File: config.mk
export PLATFORM = sky130hd
export DESIGN_NAME = data_mem_lsu
export DESIGN_NICKNAME = d
export VERILOG_FILES = /design/src/rtl/lsu_pkg.sv /design/src/rtl/lsu_lane_align.sv /design/src/rtl/data_mem_lsu.sv
export SDC_FILE = /design/constraint.sdc
export NUM_CORES = 1
export LEC_CHECK = 0
export CORE_MARGIN = 2
export CORE_UTILIZATION = 60
export DETAILED_ROUTE_END_ITERATION = 12
export DONT_BUFFER_PORTS = 1
export GPL_TIMING_DRIVEN = 0
export HOLD_SLACK_MARGIN = 0.12
export PLACE_DENSITY_LB_ADDON = 0.12
export SETUP_SLACK_MARGIN = 0.3
export SYNTH_ARGS = -nofsm -noshare
export SYNTH_HDL_FRONTEND = slang
export SYNTH_HIERARCHICAL = 1
export SYNTH_SLANG_ARGS = --single-unit
File: constraint.sdc
create_clock -name CLK -period 3.9 [get_ports CLK]
set_clock_uncertainty 0.05 [all_clocks]
set_input_delay 1.17 -clock CLK [delete_from_list [all_inputs] [get_ports CLK]]
set_output_delay 1.17 -clock CLK [all_outputs]
set_load 0.01 [all_outputs]
File: src/rtl/lsu_pkg.sv
// Shared definitions for the data-memory load/store unit: funct3 codes,
// FSM state encoding and request legality helpers.
package lsu_pkg;

    localparam logic [2:0] F3_B  = 3'b000;
    localparam logic [2:0] F3_H  = 3'b001;
    localparam logic [2:0] F3_W  = 3'b010;
    localparam logic [2:0] F3_BU = 3'b100;
    localparam logic [2:0] F3_HU = 3'b101;

    typedef enum logic [1:0] {
        IDLE  = 2'd0,
        READ  = 2'd1,
        WRITE = 2'd2,
        RESP  = 2'd3
    } lsu_state_e;

    // Halfwords need an even byte address, words a 4-byte aligned one.
    function automatic logic is_misaligned(input logic [2:0] funct3, input logic [1:0] addr_lo);
        case (funct3)
            F3_H, F3_HU: return addr_lo[0];
            F3_W:        return (addr_lo != 2'b00);
            default:     return 1'b0;
        endcase
    endfunction

    // Stores only exist as B/H/W; loads additionally have BU/HU.
    function automatic logic is_illegal(input logic [2:0] funct3, input logic store);
        case (funct3)
            F3_B, F3_H, F3_W: return 1'b0;
            F3_BU, F3_HU:     return store;
            default:          return 1'b1;
        endcase
    endfunction

endpackage

File: src/rtl/lsu_lane_align.sv
// Byte-lane steering: extracts and extends load data from a memory word,
// and merges sub-word store data into a word for read-modify-write.
module lsu_lane_align
    import lsu_pkg::*;
(
    input  logic [31:0] word,
    input  logic [1:0]  addr_lo,
    input  logic [2:0]  funct3,
    input  logic [15:0] wdata,
    output logic [31:0] load_data,
    output logic [31:0] merged
);

    logic [7:0]  byte_sel;
    logic [15:0] half_sel;

    // Pick the addressed lane, then sign- or zero-extend by funct3.
    always_comb begin
        byte_sel  = word[{addr_lo, 3'b000} +: 8];
        half_sel  = addr_lo[1] ? word[31:16] : word[15:0];
        load_data = 32'd0;
        case (funct3)
            F3_B:    load_data = {{24{byte_sel[7]}}, byte_sel};
            F3_H:    load_data = {{16{half_sel[15]}}, half_sel};
            F3_W:    load_data = word;
            F3_BU:   load_data = {24'd0, byte_sel};
            F3_HU:   load_data = {16'd0, half_sel};
            default: load_data = 32'd0;
        endcase
    end

    // Overlay the store bytes onto the word read back from memory.
    always_comb begin
        merged = word;
        case (funct3)
            F3_B:    merged[{addr_lo, 3'b000} +: 8]        = wdata[7:0];
            F3_H:    merged[{addr_lo[1], 4'b0000} +: 16]   = wdata;
            default: merged = word;
        endcase
    end

endmodule

File: src/rtl/data_mem_lsu.sv
// Single-outstanding load/store initiator for the word-addressed data memory.
// Sub-word stores are done as read-modify-write; all outputs are registered.
module data_mem_lsu
    import lsu_pkg::*;
#(
    parameter int ADDR_W = 8
) (
    input  logic              CLK,
    input  logic              RST_n,
    input  logic              req_valid,
    output logic              req_ready,
    input  logic              req_store,
    input  logic [2:0]        req_funct3,
    input  logic [ADDR_W+1:0] req_addr,
    input  logic [31:0]       req_wdata,
    output logic              rsp_valid,
    input  logic              rsp_ready,
    output logic [31:0]       rsp_rdata,
    output logic              rsp_err,
    output logic [ADDR_W-1:0] ADDR_DATA_M,
    output logic              Mem_WE,
    output logic [31:0]       IN_DATA_M,
    input  logic [31:0]       OUT_DATA_M
);

    lsu_state_e        state_q, state_d;
    logic              store_q, store_d;
    logic [2:0]        funct3_q, funct3_d;
    logic [1:0]        addr_lo_q, addr_lo_d;
    logic [15:0]       wdata_q, wdata_d;
    logic              req_ready_q, req_ready_d;
    logic              rsp_valid_q, rsp_valid_d;
    logic [31:0]       rsp_rdata_q, rsp_rdata_d;
    logic              rsp_err_q, rsp_err_d;
    logic [ADDR_W-1:0] addr_m_q, addr_m_d;
    logic              mem_we_q, mem_we_d;
    logic [31:0]       in_data_q, in_data_d;

    logic [31:0]       load_data;
    logic [31:0]       merged;

    lsu_lane_align u_align (
        .word      (OUT_DATA_M),
        .addr_lo   (addr_lo_q),
        .funct3    (funct3_q),
        .wdata     (wdata_q),
        .load_data (load_data),
        .merged    (merged)
    );

    // Next-state and next-output logic of the request FSM.
    always_comb begin
        state_d     = state_q;
        store_d     = store_q;
        funct3_d    = funct3_q;
        addr_lo_d   = addr_lo_q;
        wdata_d     = wdata_q;
        req_ready_d = req_ready_q;
        rsp_valid_d = rsp_valid_q;
        rsp_rdata_d = rsp_rdata_q;
        rsp_err_d   = rsp_err_q;
        addr_m_d    = addr_m_q;
        mem_we_d    = mem_we_q;
        in_data_d   = in_data_q;
        case (state_q)
            IDLE: begin
                if (req_valid && req_ready_q) begin
                    req_ready_d = 1'b0;
                    store_d     = req_store;
                    funct3_d    = req_funct3;
                    addr_lo_d   = req_addr[1:0];
                    wdata_d     = req_wdata[15:0];
                    rsp_rdata_d = 32'd0;
                    if (is_illegal(req_funct3, req_store) ||
                        is_misaligned(req_funct3, req_addr[1:0])) begin
                        // Rejected requests never touch memory.
                        rsp_err_d   = 1'b1;
                        rsp_valid_d = 1'b1;
                        state_d     = RESP;
                    end else begin
                        addr_m_d = req_addr[ADDR_W+1:2];
                        if (req_store && (req_funct3 == F3_W)) begin
                            mem_we_d  = 1'b1;
                            in_data_d = req_wdata;
                            state_d   = WRITE;
                        end else begin
                            state_d = READ;
                        end
                    end
                end
            end
            READ: begin
                if (store_q) begin
                    in_data_d = merged;
                    mem_we_d  = 1'b1;
                    state_d   = WRITE;
                end else begin
                    rsp_rdata_d = load_data;
                    rsp_valid_d = 1'b1;
                    state_d     = RESP;
                end
            end
            WRITE: begin
                mem_we_d    = 1'b0;
                rsp_rdata_d = 32'd0;
                rsp_valid_d = 1'b1;
                state_d     = RESP;
            end
            RESP: begin
                if (rsp_ready) begin
                    rsp_valid_d = 1'b0;
                    rsp_err_d   = 1'b0;
                    req_ready_d = 1'b1;
                    state_d     = IDLE;
                end
            end
            default: state_d = IDLE;
        endcase
    end

    // State and output registers; async reset kills any pending write at once.
    always_ff @(posedge CLK or negedge RST_n) begin
        if (!RST_n) begin
            state_q     <= IDLE;
            store_q     <= 1'b0;
            funct3_q    <= 3'd0;
            addr_lo_q   <= 2'd0;
            wdata_q     <= 16'd0;
            req_ready_q <= 1'b1;
            rsp_valid_q <= 1'b0;
            rsp_rdata_q <= 32'd0;
            rsp_err_q   <= 1'b0;
            addr_m_q    <= '0;
            mem_we_q    <= 1'b0;
            in_data_q   <= 32'd0;
        end else begin
            state_q     <= state_d;
            store_q     <= store_d;
            funct3_q    <= funct3_d;
            addr_lo_q   <= addr_lo_d;
            wdata_q     <= wdata_d;
            req_ready_q <= req_ready_d;
            rsp_valid_q <= rsp_valid_d;
            rsp_rdata_q <= rsp_rdata_d;
            rsp_err_q   <= rsp_err_d;
            addr_m_q    <= addr_m_d;
            mem_we_q    <= mem_we_d;
            in_data_q   <= in_data_d;
        end
    end

    assign req_ready   = req_ready_q;
    assign rsp_valid   = rsp_valid_q;
    assign rsp_rdata   = rsp_rdata_q;
    assign rsp_err     = rsp_err_q;
    assign ADDR_DATA_M = addr_m_q;
    assign Mem_WE      = mem_we_q;
    assign IN_DATA_M   = in_data_q;

endmodule

Word level (Yosys, flattened, before mapping)
Cells that the tools add are included.
{ "op_classes": {"n_mux": 39, "n_eq_ne": 18, "div_mod_pow": 0, "n_reduce_logical": 22, "bitwise_logic": 1, "order_cmp": 0, "multipliers": 0, "add_sub_neg": 2, "shift": 5} }
{ "op_table": {"columns": ["op", "count"], "rows": [
  ["32-bit two-way mux", 6],
  ["32-bit one-hot mux with 5 select lines", 1],
  ["32-bit one-hot mux with 2 select lines", 2],
  ["32-bit one-hot mux with 3 select lines", 1],
  ["32-bit bitwise mux", 2],
  ["16-bit by 7-bit variable shift with 32-bit output (first input constant)", 1],
  ["8-bit by 7-bit variable shift with 32-bit output (first input constant)", 1],
  ["16-bit by 7-bit indexed part select with 32-bit output", 1],
  ["32-bit by 6-bit indexed part select with 8-bit output", 1],
  ["8-bit by 7-bit indexed part select with 32-bit output", 1],
  ["16-bit two-way mux", 1],
  ["1-bit two-way mux", 15],
  ["2-bit inequality test (second input constant)", 7],
  ["5-bit negation with 7-bit output", 2],
  ["3-bit equality test (second input constant)", 4],
  ["5-bit AND reduction", 2],
  ["3-bit AND reduction", 3],
  ["2-bit two-way mux", 4],
  ["1-bit one-hot mux with 2 select lines", 4],
  ["2-bit one-hot mux with 4 select lines", 1],
  ["4-bit AND reduction", 2],
  ["3-bit by 1-bit equality test with 1-bit output (second input constant)", 2],
  ["3-bit by 2-bit equality test with 1-bit output (second input constant)", 2],
  ["3-bit logical NOT", 2],
  ["other kinds (13)", 19]
]} }
{ "totals": {"latchBits": 0, "out_inout_bits": 76, "regBits": 100, "wordCells": 99, "memories": 0, "rom_bits": 0, "mem_bits_rw": 0, "inputBits": 82} }

Logic depth before layout (Yosys ltp)
{ "depth": {"word_depth": 9, "depth_mapped": 9, "ltp_nobuf": 7} }

By module
The synthesis kept the hierarchy.
{ "by_module_without_submodules": {"columns": ["mod", "seq_area_each_um2", "instances", "cells_per_inst", "area_per_inst_um2"], "rows": [
  ["data_mem_lsu", 2503.7, 1, 291, 4291.6],
  ["lsu_lane_align", 0.0, 1, 250, 1752.9]
]} }

Worst setup path before layout
Ideal clock, no wire load.
{ "synth_timing": {"path_type": "in2reg", "startpoint": "input port req_funct3[0]", "endpoint": "register in_data_q[10], in the netlist IN_DATA_M[10]", "setup_time_ns": 0.125, "cell_stages": 5, "arrival_time_ns": 2.431, "path_buffers": 1, "required_time_ns": 3.725, "setup_slack_ns": 1.294, "path_cell_list": "nor4_4 -> o21bai_4 -> o22ai_4 -> buf_6 -> mux2_2"} }
{ "synth_between": {"elab_chain_len": 8, "word_cells_on_any_way": 19, "cone_classes": "eq/ne (6); mux (6); reduce/logical (7)"} }
{ "synth_lines": {"columns": ["element", "line", "text"], "rows": [
  ["start, declared", "data_mem_lsu.sv:13", "input logic [2:0] req_funct3,"],
  ["3-bit by 2-bit equality test with 1-bit output (tied with other cells)", "lsu_pkg.sv:20, lsu_pkg.sv:29, data_mem_lsu.sv:82", null],
  ["3-bit OR reduction (tied with other cells)", "lsu_pkg.sv:29", "case (funct3)"],
  ["1-bit one-hot mux with 2 select lines (on tied branches)", "lsu_pkg.sv:29, lsu_pkg.sv:20", null],
  ["1-bit two-way mux", "data_mem_lsu.sv:67", "if (req_valid && req_ready_q) begin"],
  ["1-bit two-way mux", "data_mem_lsu.sv:65", "case (state_q)"],
  ["1-bit logical OR", "data_mem_lsu.sv:74", "if (is_illegal(req_funct3, req_store) ||"],
  ["2-bit inequality test (no source line)", null, null],
  ["5-bit AND reduction (no source line) *", null, null],
  ["end signal, assigned", "data_mem_lsu.sv:148", "in_data_q <= in_data_d;"],
  ["end, declared", "data_mem_lsu.sv:37", "logic [31:0] in_data_q, in_data_d;"]
]} }
Mark *: on every way between the ends. The rest lies on a longest branch, timed or not. The select of a mux whose other input is x is not followed.
A chain may end at the register's enable or synchronous reset.

Final worst setup path
{ "layout_timing": {"startpoint": "register addr_lo_q[1]", "endpoint": "register in_data_q[26], in the netlist IN_DATA_M[26]"} }
{ "layout_between": {"elab_chain_len": 6, "word_cells_on_any_way": 11, "cone_classes": "add/sub (2); shift (4); mux (5)"} }
{ "layout_lines": {"columns": ["element", "line", "text"], "rows": [
  ["start, declared", "data_mem_lsu.sv:29", "logic [1:0] addr_lo_q, addr_lo_d;"],
  ["start signal, assigned", "data_mem_lsu.sv:140", "addr_lo_q <= addr_lo_d;"],
  ["5-bit negation with 7-bit output (on tied branches)", "lsu_lane_align.sv:37, lsu_lane_align.sv:36", null],
  ["16-bit by 7-bit indexed part select with 32-bit output (tied with other cells)", "lsu_lane_align.sv:37", "F3_H: merged[{addr_lo[1], 4'b0000} +: 16] = wdata;"],
  ["32-bit bitwise mux (on tied branches)", "lsu_lane_align.sv:37, lsu_lane_align.sv:36", null],
  ["32-bit one-hot mux with 2 select lines *", "lsu_lane_align.sv:35", "case (funct3)"],
  ["via merged[26]", "data_mem_lsu.sv:40", "logic [31:0] merged;"],
  ["32-bit two-way mux *", "data_mem_lsu.sv:93", "if (store_q) begin"],
  ["32-bit one-hot mux with 2 select lines *", "data_mem_lsu.sv:65", null]
]} }
Mark *: on every way through the listed nets, which the timed path passes. The rest lies on a longest branch. The select of a mux whose other input is x is not followed.

==> results.md <==
- Status: complete, no violations
- Cell count after synthesis: 541
- Worst Path Arrival: between 3 and 4 ns
- # fillers: around 800
- Main area contributors after synthesis: dfrtp_1 (41%), mux2_2 (20%), a22o_1 (7.1%)
- TritonCTS clock tree: yes
- Sequential element share of the synthesized area: 0.4142
- Most used DFF post-synth: dfrtp_1
- Area grow syn2layout: 5.465%
- Crit Path Class: reg2reg
- Row cnt: 36
- Synthesized net count: about 630
- First-pass GRT wire length: roughly 26000 µm
- Yosys top cell area share: 0.4099
- Placer Congestion: roughly 0.9
- Leakage power: 2.676 nW
- GRT overflow: 0
- Cell mode on critical path: mux2_2
- Tmin final: around 2.8 ns
- Clock transition at the registers of the reported paths: around 0.1 ns
- GRT Util Overall: 0.3070
- Sw Share: 0.4420
- Unrepaired setup endpoints after global routing: false
- Initial antenna violation count: 0
- Synthesized flop and latch total: 100
- Async SR Flop Fraction: 1.000
- Reg2Reg Capture Point: IN_DATA_M[26]
- Post-CTS setup buffer count: 0
- I/O pins: ~160
- Cell Pwr Density: ~850 mW/mm²
- Final Slew Violations: 0
- IR drop worst, VDD: around 470 µV
- First-pass DRT Iterations: 5
- Placed cells: approximately 670
- Final wirelength: approximately 17000 µm
- Die height: 104.4 µm
- Worst-case reg-to-reg path depth: 9
- Setup Viol. Count Final: 0
- Power Internal: ~3.0 mW
- CTS resizes: 0
- PortBufs: 0
- Vias in the first global route: approximately 4600
- Residual DRC: 0
- Worst stage delay on the critical path: between 0.4 and 0.5 ns
- Final #Nets: between 600 and 700
- Leading area contributor after synthesis: dfrtp_1
- Endpoint type of the worst setup path: register
- Worst R2R Setup Slack: between 1 and 1.5 ns
- Final core occ: 0.6522
- CTS sink count: 100
- Syn Std Cell Area: between 0.006 and 0.007 mm²
- # diodes: 0
- Critical path, cell by cell: buf_2 > inv_2 > ha_1 > nor4bb_1 > buf_1 > nand3_1 > a32oi_1 > mux2_2 > mux2_2
- Layout Cells excl Fill: a little under 700
- Detailed-route via count: around 4600
- Die X-Extent: about 100 µm
- Num CTS Buffers: 9
- Vias/cell: roughly 6.7
- HPWL after detailed placement: approximately 13000 µm
- Sequential power share: 0.387
- Max Freq: ~350 MHz
- Slew margin rel.: 0.4946
- Clock power frac: 0.111
- DRT iter0 DRCs: between 400 and 500
- # H-tree levels: 3
- P_sw: ~2.4 mW
- Routed WL per cell: approximately 24 µm
- Number of routed nets with antenna violations: 0
- Worst-Skew Late Latency: just under 0.4 ns
- Max Cap Viol: 0
- Combinational share of power: 0.502
- Clk buf depth: 2
- CP Max Fanout: 12
- Nature of the critical path startpoint: register
- Worst Max-Slew Pin Slew: between 0.7 and 0.8 ns
- Count of cell types in the netlist: 54
- Root Driver: clkbuf_8
- Syn avg cell area: around 11 µm²
- Yosys warns: 6
- Effective utilization at floorplan: 0.6184
- Pin count of the biggest net entering global routing: roughly 100
- Worst Slack Setup Final: between 1 and 1.5 ns
- Hold_buf cts: 0
- Final hold viol count: 0
- Dpl ws: between 0.9 and 1 ns
- Setup TNS: 0 ns
- Start of the worst register-to-register path: addr_lo_q[1]
- Period utilisation layout: 0.7288
- Core area: about 0.0098 mm²
- DIE AREA: around 0.011 mm²
- Critical path required time: ~4.2 ns
- Worst min path class: in2async
- Share of layout cells above drive strength 1: 0.2734
- CP max stage cell: dfrtp_1
- Post-synth EDFFs: 0
-- cells in the final DEF, fill, tap and decap left out, types with 4 or more instances in the layout --
cell type    n
a22oi_1      7
nor4b_1      7
dfrtp_1     99
nor2_1       8
buf_1        5
a221o_1      8
clkbuf_1    26
o21ai_0     19
buf_6        4
clkbuf_8     9
a21oi_1      6
nand3_1     14
a2bb2oi_1    7
mux2_2     110
buf_2        8
a22o_1      49
o22ai_1      7
nand2_1     41
ha_1        10
inv_1       11
and2_1       8
o211ai_1    31
mux2i_1     12
-- synth_stat cells (all sizes together), types with 2 or more instances --
cell and instances:
a221o 8, buf 18, nor3b 3, and2 8, nor2b 3, nor2 8, o21ai 20, mux2i 12
or3 3, o32ai 3, nand4 3, o211ai 31, a31oi 2, a32oi 2, nand2 41, clkbuf 25
inv 12, nor4 2, a21oi 6, ha 10, o22ai 8, a22oi 7, nor4b 7, dfrtp 99
a2bb2oi 7, a22o 49, or2 3, nor3 2, mux2 111, nand3 14
-- worst max-delay path by stage --
stage                        startpoint            end  slack [ns]
after CTS                  addr_lo_q[1]  IN_DATA_M[26]        1.11
after floorplan           req_funct3[0]  IN_DATA_M[10]        1.29
after detailed placement      req_valid  IN_DATA_M[15]        0.99
after global placement        req_valid  IN_DATA_M[13]         1.0
final                      addr_lo_q[1]  IN_DATA_M[26]        1.06
after global routing       addr_lo_q[1]  IN_DATA_M[26]        0.93
-- sequential cells by signal (all words and copies together), names as in the netlist --
register / cells
store_q: 1
rsp_valid: 1
IN_DATA_M: 32
rsp_err: 1
state_q: 2
req_ready: 1
rsp_rdata: 32
ADDR_DATA_M: 8
wdata_q: 16
addr_lo_q: 2
funct3_q: 3
Mem_WE: 1
-- worst max-delay path, delay by kind of cell, from the launching register on --
| family | cells | cell delay, ns |
|---|---|---|
| AO/OA/AOI/OAI | 1 | 0.33 |
| adder cells (fa/ha/maj) | 1 | 0.36 |
| buffers and inverters | 3 | 0.84 |
| flip-flops | 1 | 0.43 |
| multiplexers | 2 | 0.35 |
| AND/OR/NAND/NOR | 2 | 0.43 |
-- cell type report --
class / count / area, µm² / area share
tap: 133 / 166.4 / 0.02610
inverter: 12 / 45.04 / 0.007066
clock inverter: 5 / 36.28 / 0.005692
buffer: 43 / 205.2 / 0.03219
clock buffer: 10 / 127.6 / 0.02002
sequential: 100 / 2504 / 0.3927
multi-input combinational: 386 / 3291 / 0.5162
-- per-stage QoR --
step / hold WS (ns) / power [mW] / instance area (µm²)
global placement: 0.4353 / 4.698 / 6211
floorplan: 0.4206 / 4.113 / 6045
global route: 0.3949 / 5.739 / 6375
finish: 0.4203 / 5.415 / 6375
CTS: 0.4052 / 5.394 / 6375
detailed placement: 0.4485 / 4.793 / 6211
-- cell families after synthesis --
logic type / after synthesis / synth area share
multiplexers: 124 / 0.2310
buffers and inverters: 55 / 0.04140
AO/OA/AOI/OAI: 148 / 0.1989
AND/OR/NAND/NOR: 104 / 0.09377
adder cells (fa/ha/maj): 10 / 0.02070
flip-flops: 100 / 0.4142
-- per-layer routing --
metal | wire length [µm] | global-route usage
met3 | 1453 | 0.08584
met4 | 402 | 0.09846
met1 | 7202 | 0.4078
met2 | 7641 | 0.4874
met5 | 0 | 0
-- power groups by stage --
| stage | logic, mW | registers, mW | clock network (mW) |
|---|---|---|---|
| floorplan | 2.16 | 1.95 | 0 |
| global placement | 2.60 | 2.10 | 0 |
| detailed placement | 2.68 | 2.11 | 0 |
| CTS | 2.69 | 2.09 | 0.611 |
| global route | 2.94 | 2.16 | 0.645 |
| finish | 2.72 | 2.09 | 0.600 |
Power figures use the tool's default switching activity.
==> variant: new RTL, config.mk and constraints unchanged <==
Encoding of `lsu_state_e`: now one-hot (4 bits for 4 states).
--- a/src/rtl/lsu_pkg.sv
+++ b/src/rtl/lsu_pkg.sv
@@ -8,11 +8,11 @@
     localparam logic [2:0] F3_BU = 3'b100;
     localparam logic [2:0] F3_HU = 3'b101;
 
-    typedef enum logic [1:0] {
-        IDLE  = 2'd0,
-        READ  = 2'd1,
-        WRITE = 2'd2,
-        RESP  = 2'd3
+    typedef enum logic [3:0] {
+        IDLE  = 4'b0001,
+        READ  = 4'b0010,
+        WRITE = 4'b0100,
+        RESP  = 4'b1000
     } lsu_state_e;
 
     // Halfwords need an even byte address, words a 4-byte aligned one.
Function: same outputs for any inputs over 4 cycles, from zero or initial values and one cycle with RST_n low; so few cycles prove little.
==> variant against the original RTL <==
- utilization is 0.41 points higher
- worst hold slack worse by 0.00090 ns
- clock power is 12% higher
- final area is 0.63% higher
- via count is 1.5% higher
- total power is 19% lower
- sequential cell count is 2 higher
- wire length is 1.8% higher
- setup slack worse by 0.016 ns
- sequential power is 19% lower
- synthesized area is 0.23% higher
- count of clock-buffer cells in the layout is 2 higher
- die area is 0.22% higher
- critical path type is now primary input to flip-flop
- largest cell class unchanged
==> variant: results (changes against the original RTL) <==
metric,value,unit,change
final_nets,640,,-0.62%
layout-drive-gt1-share,0.2837,,+0.01028
drtIter0Drc,376,,-14%
antennaDiodeCount,0,,unchanged
ys_types,56,,+3.7%
port_buffers,0,,unchanged
cp.arrival,3.08,ns,-0.04 ns
clkTransAtPathRegs,0.09,ns,
dp_hpwl,12.80,mm,-0.78%
vias,4697,,+1.5%
hold_path_class,primary input to async pin,,
place_congestion,0.9494,,+2.6%
p_leak,2.643,nW,-1.3%
endpoint,IN_DATA_M[18],,
synthTopCellsByArea,"dfrtp_1 (41%), mux2_2 (20%), a22o_1 (7.1%), o211ai_1 (3.7%), nand2_1 (2.9%)",,
crit_path_max_incr_delay,0.54,ns,+0.11 ns
switching_share,0.4210,,-0.02105
vdd_drop_max,0.4047,mV,-13%
r2r-end,IN_DATA_M[22],,
cts_max_level,3,,unchanged
grt_pass1_wl,26.28,mm,+1.1%
cts_resized,0,,unchanged
r2r_slack,1.05,ns,
ys.flop_type,dfrtp_1,,
post_cts_buffers,0,,unchanged
r2r-start,state_q[0],,
numCtsBuffers,9,,unchanged
seq_area_frac_synth,0.4217,,+0.007527
tightest_slew,1.033,ns,+0.2811 ns
async_flop_share,1.000,,unchanged
grt_max_degree,103,,+2.0%
cp_slowest_cell,or4_4,,
grt_antenna_before_repair,1,,+1
clk_latency,0.38,ns,
dr.pass1.iters,5,,unchanged
worstPathMaxFanout,10,,-2
status,finished clean,,
synthTopCellsByCount,"mux2_2 (110), dfrtp_1 (100), a22o_1 (49), nand2_1 (47), o211ai_1 (30)",,
syn_nets,629,,-0.63%
crit_start,req_funct3[0],,
grt.total_usage,0.3128,,+0.005783
cts_buffer_depth,2,,unchanged
ys_warn_count,6,,unchanged
placed_cell_area,6225,um^2,+0.22%
reg2reg_depth,5,,-4
clock-root-buffer,clkbuf_8,,
power_density,682.0,nW/um^2,-20%
routed_wl,17.00,mm,+1.8%
==> variant: changes by cell type in the layout (fill, tap and decap cells not counted), moves of 3 or more <==
cell,before,now
inv_6,3,0
nand2_1,41,47
ha_1,10,5
buf_2,8,11
nand3_1,14,10
nand4_1,3,0
==> variant: how the worst min path moves through the flow <==
stage | startpoint | to | slack (ns) | depth (start not counted)
floorplan | wdata_q[10] | wdata_q[10] | 0.42 | 1
global placement | wdata_q[10] | wdata_q[10] | 0.44 | 1
detailed placement | wdata_q[10] | wdata_q[10] | 0.48 | 1
CTS | RST_n | wdata_q[0] | 0.41 | 0
global route | RST_n | IN_DATA_M[23] | 0.40 | 0
finish | RST_n | wdata_q[0] | 0.42 | 0
==> variant: area by class of cell <==
cell class	count	area, um^2
sequential	102	2555
buffer	46	224.0
inverter	10	37.54
clock inverter	3	45.04
tap	133	166.4
fill	776	3359
multi-input combinational	384	3242
clock buffer	12	145.1
==> variant: logic make-up after synthesis <==
family                     synth area share
AOI/OAI and AO/OA                    0.1956
xor gates and xnor gates           0.001446
adders and majority gates           0.01033
buffers and inverters               0.04316
DFF                                  0.4217
muxes                                0.2253
and+or+nand+nor                      0.1024
==> variant: power by group through the flow <==
stage                     logic (mW)  registers (mW)  clock network, mW
after floorplan                 1.54            1.59                  0
after global placement          1.91            1.70                  0
after detailed placement        1.95            1.71                  0
after CTS                       1.96            1.69              0.681
after global routing            2.15            1.72              0.721
final                           2.01            1.70              0.670
==> variant: stage by stage <==
| step | utilization | cells | power, mW | worst slack [ns] |
|---|---|---|---|---|
| after floorplan | - | 542 | 3.132 | 0.8912 |
| after global placement | 0.6368 | 675 | 3.607 | 0.6644 |
| after detailed placement | 0.6368 | 675 | 3.659 | 0.6211 |
| after CTS | 0.6563 | 690 | 4.330 | 1.034 |
| after global routing | 0.6563 | 690 | 4.598 | 0.9479 |
| final | 0.6563 | 690 | 4.375 | 1.041 |
==> variant: per-layer routing <==
metal  track usage  part of all wire
met3       0.09085              0.10
met4        0.1332             0.030
met1        0.3989              0.40
met2        0.4972              0.47
met5             0                 0
==> variant: critical path: cells and delay by family <==
family          cells  cell delay (ns)
compound gates      2             0.79
buf+inv             1             0.23
mux                 1             0.35
simple gates        1             0.54
